## src/rtl/ysyx_25040111_ifu.sv

```systemverilog
// ysyx_25040111_ifu: instruction fetch unit bridging the PC handshake to an AXI4-Lite read and the decoder.
module ysyx_25040111_ifu #(
  parameter logic [31:0] ERR_INST = 32'h00100073,
  parameter logic [15:0] TIMEOUT  = 16'd0
) (
  input  logic        clk,
  input  logic        reset,
  input  logic [31:0] pc,
  input  logic        pc_valid,
  output logic        pc_ready,
  output logic [31:0] inst,
  output logic [31:0] inst_pc,
  output logic        inst_valid,
  input  logic        inst_ready,
  input  logic        wb_done,
  output logic        fetch_err,
  output logic [31:0] araddr,
  output logic        arvalid,
  input  logic        arready,
  input  logic [31:0] rdata,
  input  logic [1:0]  rresp,
  input  logic        rvalid,
  output logic        rready
);
  typedef enum logic [2:0] {IDLE, REQ, WAIT_R, HOLD, WAIT_WB} state_e;
  state_e      state_q, state_d;
  logic [31:0] inst_q, inst_d, inst_pc_q, inst_pc_d, araddr_q, araddr_d;
  logic [15:0] cnt_q, cnt_d;
  logic        err_q, err_d, drain_q, drain_d, pc_ready_q, pc_ready_d;
  logic        timeout;
  assign timeout = (TIMEOUT != 16'd0) && (cnt_q == TIMEOUT - 16'd1);
  always_comb begin
    state_d    = state_q;
    inst_d     = inst_q;
    inst_pc_d  = inst_pc_q;
    araddr_d   = araddr_q;
    cnt_d      = cnt_q;
    err_d      = err_q;
    pc_ready_d = 1'b0;
    // a response abandoned by timeout is swallowed by the first rvalid outside WAIT_R
    drain_d    = drain_q && !(rvalid && state_q != WAIT_R);
    case (state_q)
      IDLE: if (pc_valid) begin
        inst_pc_d = pc;
        if (pc[1:0] == 2'b00) begin
          araddr_d = pc;
          state_d  = REQ;
        end else begin
          inst_d  = ERR_INST;
          err_d   = 1'b1;
          state_d = HOLD;
        end
      end
      REQ: if (arready && !drain_q) begin
        cnt_d   = '0;
        state_d = WAIT_R;
      end
      WAIT_R: if (rvalid) begin
        inst_d  = (rresp == 2'b00) ? rdata : ERR_INST;
        err_d   = err_q || (rresp != 2'b00);
        state_d = HOLD;
      end else if (timeout) begin
        inst_d  = ERR_INST;
        err_d   = 1'b1;
        drain_d = 1'b1;
        state_d = HOLD;
      end else begin
        cnt_d = cnt_q + 16'd1;
      end
      HOLD: if (inst_ready) begin
        state_d    = wb_done ? IDLE : WAIT_WB;
        pc_ready_d = wb_done;
      end
      WAIT_WB: if (wb_done) begin
        state_d    = IDLE;
        pc_ready_d = 1'b1;
      end
      default: state_d = IDLE;
    endcase
  end
  always_ff @(posedge clk or posedge reset) begin
    if (reset) begin
      state_q    <= IDLE;
      inst_q     <= '0;
      inst_pc_q  <= '0;
      araddr_q   <= '0;
      cnt_q      <= '0;
      err_q      <= 1'b0;
      drain_q    <= 1'b0;
      pc_ready_q <= 1'b0;
    end else begin
      state_q    <= state_d;
      inst_q     <= inst_d;
      inst_pc_q  <= inst_pc_d;
      araddr_q   <= araddr_d;
      cnt_q      <= cnt_d;
      err_q      <= err_d;
      drain_q    <= drain_d;
      pc_ready_q <= pc_ready_d;
    end
  end
  assign inst       = inst_q;
  assign inst_pc    = inst_pc_q;
  assign araddr     = araddr_q;
  assign fetch_err  = err_q;
  assign pc_ready   = pc_ready_q;
  assign inst_valid = state_q == HOLD;
  assign arvalid    = state_q == REQ && !drain_q;
  assign rready     = state_q == WAIT_R || drain_q;
endmodule
```

## config.mk

```make
export PLATFORM = sky130hd
export DESIGN_NAME = ysyx_25040111_ifu
export DESIGN_NICKNAME = d
export VERILOG_FILES = /design/src/rtl/ysyx_25040111_ifu.sv
export SDC_FILE = /design/constraint.sdc
export NUM_CORES = 1
export LEC_CHECK = 0
export CAP_MARGIN = 20
export CELL_PAD_IN_SITES_DETAIL_PLACEMENT = 1
export CELL_PAD_IN_SITES_GLOBAL_PLACEMENT = 1
export CORE_ASPECT_RATIO = 0.9
export CORE_MARGIN = 2
export CORE_UTILIZATION = 36
export CTS_CLUSTER_DIAMETER = 40
export DETAILED_ROUTE_END_ITERATION = 12
export PLACE_DENSITY_LB_ADDON = 0.12
export SYNTH_ARGS = -nofsm -noshare
export SYNTH_HDL_FRONTEND = slang
export SYNTH_SLANG_ARGS = --single-unit
```

## constraint.sdc

```tcl
create_clock -name clk -period 6 [get_ports clk]
set_clock_uncertainty 0.2 [all_clocks]
set_input_delay 1.2 -clock clk [delete_from_list [all_inputs] [get_ports clk]]
set_output_delay 1.2 -clock clk [all_outputs]
set_load 0.03 [all_outputs]
```

==> results.toml <==
[synth]
async_flop_share_pct = 100.0
synth_cell_types = 30
synthMostInstantiatedCell = "dfrtp_1"
yosys_warnings = 0
yosys-top-cells-count = "102 x dfrtp_1, 67 x mux2_2, 28 x mux2_1, 26 x and3_1, 10 x buf_2"
syn-num-nets = 355
synthCells = 282
ys_ff_latch = 102
syn_avg_cell_area_um2 = 14.76
yosysSeqAreaShare_pct = 61.33
netlist.area_leader.share_pct = 61.33
synth-edff-count = 0
synth_ff_type = "dfrtp_1"
yosys-top-cells-area = "dfrtp_1 61%, mux2_2 18%, mux2_1 7.6%, and3_1 3.9%, buf_2 1.2%"
yosys.area.top_type = "dfrtp_1"
netlist_area_mm2 = 0.004161

[sta]
rsz0062_at_grt = "no"
finalCritPeriodShare_pct = 61.82
period_needed_ps = 3709
relSlewSlack_pct = 45.78
max_freq_ghz = 0.2696
final_max_slew_viol_count = 0
finalSetupViolCount = 0
hold_viol_final = 0
max_slew.worst_pin.slew_ps = 813.3
tns_ps = 0
layout_setup_ws_ps = 2291

[global_routing]
grt_pass1_vias = 3144
grt_overflow = 0
grt_start_max_net_pins = 65
antenna_found_initial = 0
track_usage_pct = 17.90
grt_pass1_wl_um = 17240

[pwr]
power_density_mw_per_mm2 = 535.2
p_leak_nw = 2.759
vdd_drop_max_mv = 0.3034

[clock_tree]
cts_tree = "yes"
cts_setup_buffers = 0
cts.sinks = 102
cts_buffer_depth = 2
cts-htree-levels = 3
hold_buffers = 0
cts_resized = 0
cts_inserted_buffers = 9
clk_latency_ps = 340
path_clk_slew_ps = 60
cts-root-buf = "clkbuf_16"

[layout]
area_delta_synth_final_pct = 52.38
fin_area_mm2 = 0.006341
antenna_cells = 0
drive_gt1_share_pct = 20.13
finalNetCount = 526

[run]
drv_cap = 0

[hold_path]
min-delay-start = "fetch_err$_DFFE_PP0P_"
min_path_type = "flop to flop"

[critical_path]
slowest_delay_ps = 660
worstPathArrival_ps = 2310
cp_top_family = "buffers and inverters"
criticalPathCategory = "flop to primary output"
end_kind = "primary output"
r2r_start = "state_q[2]$_DFFE_PP0P_"
crit_chain = "nor3b_4, buf_4, or2_2, clkdlybuf4s50_1"
crit_fanout = 35
start_kind = "flop"
path_buf_inv = 2
critical-path-slowest-cell = "clkdlybuf4s50_1"
cp.required_ps = 4600
crit_start = "state_q[1]$_DFFE_PP0P_"

[floorplanning]
die_w_um = 117.3
coreArea_mm2 = 0.01134
pin_count = 174
start_util_pct = 36.69
fp.dieArea_mm2 = 0.01244
fp.dieH_um = 106
placement_rows = 37

[place]
place_area_mm2 = 0.006051
port_buffers = 173
post-place-ws_ps = 2095
gp_congestion = 0.7865
dp_hpwl_um = 7464

[detailed_routing]
dr.pass1.iters = 4
wl_um = 10820
final_antenna_net_count = 0
drcViolationCount = 0
vias = 2941
vias_per_cell = 4.798
wl_per_cell_um = 17.65
dr.first_iter.drc_count = 112

[status]
outcome = "finished clean"
metrics by stage:
stage	power, mW	hold WS, ps	instances	utilization [%]
3_5_place_dp	2.843	248.9	598	53.35
4_1_cts	3.439	271.8	613	55.91
2_1_floorplan	2.092	297.3	282	-
3_3_place_gp	2.805	239.0	598	53.35
6_report	3.394	266.2	613	55.91
5_1_grt	3.559	305.1	613	55.91
flip-flops by register name, summed over array words and instances (netlist names):
signal / count
fetch_err: 1
drain_q: 1
state_q: 3
pc_ready: 1
inst_pc: 32
inst: 32
araddr: 32
power breakdown:
group,internal (mW),switching (mW),leakage [nW],total [mW]
sequential,0.957,0.164,1.26,1.12
clock,0.331,0.248,0.141,0.579
combinational,0.768,0.925,1.36,1.69
total,2.06,1.34,2.76,3.39
final timing paths:
path                                                to  slack, ps  cells past startpoint
worst min-delay path             fetch_err$_DFFE_PP0P_        270                      1
worst min register to register   fetch_err$_DFFE_PP0P_        270                      1
worst max register to register  araddr[13]$_DFFE_PP0P_       3280                      4
worst max-delay path                            rready       2290                      4
max in group asynchronous        araddr[2]$_DFFE_PP0P_       3410                      3
min in group asynchronous          inst[1]$_DFFE_PP0P_       1160                      2
cell type report:
cell class | instances | area [µm²]
tap | 156 | 195.2
fill | 1135 | 5001
multi-input combinational | 159 | 1520
sequential | 102 | 2552
clock buffer | 11 | 242.7
inverter | 3 | 13.76
clock inverter | 4 | 47.55
timing repair buffer | 178 | 1769
cell families after synthesis:
| logic type | Yosys count | synth area share, % |
|---|---|---|
| buf+inv | 21 | 2.465 |
| compound gates | 9 | 1.804 |
| mux | 96 | 25.95 |
| flops | 102 | 61.33 |
| simple gates | 54 | 8.449 |
cell usage in the layout (no fill, tap or decap), drive strengths merged, types with 3 or more instances in the layout:
master / n
nor2: 5
inv: 3
o32ai: 3
and2: 4
clkbuf: 11
mux2: 95
nand2: 3
dfrtp: 102
and3: 26
buf: 5
nand3b: 6
clkdlybuf4s50: 173
layer usage:
| metal | routed length (µm) | GRT usage [%] | vias up |
|---|---|---|---|
| met2 | 5635 | 32.08 | 86 |
| met1 | 4403 | 20.29 | 1512 |
| li1 | - | - | 1335 |
| met3 | 668 | 6.438 | 8 |
| met4 | 111 | 4.905 | 0 |
| met5 | 0 | 0 | - |
Power figures use the tool's default switching activity.
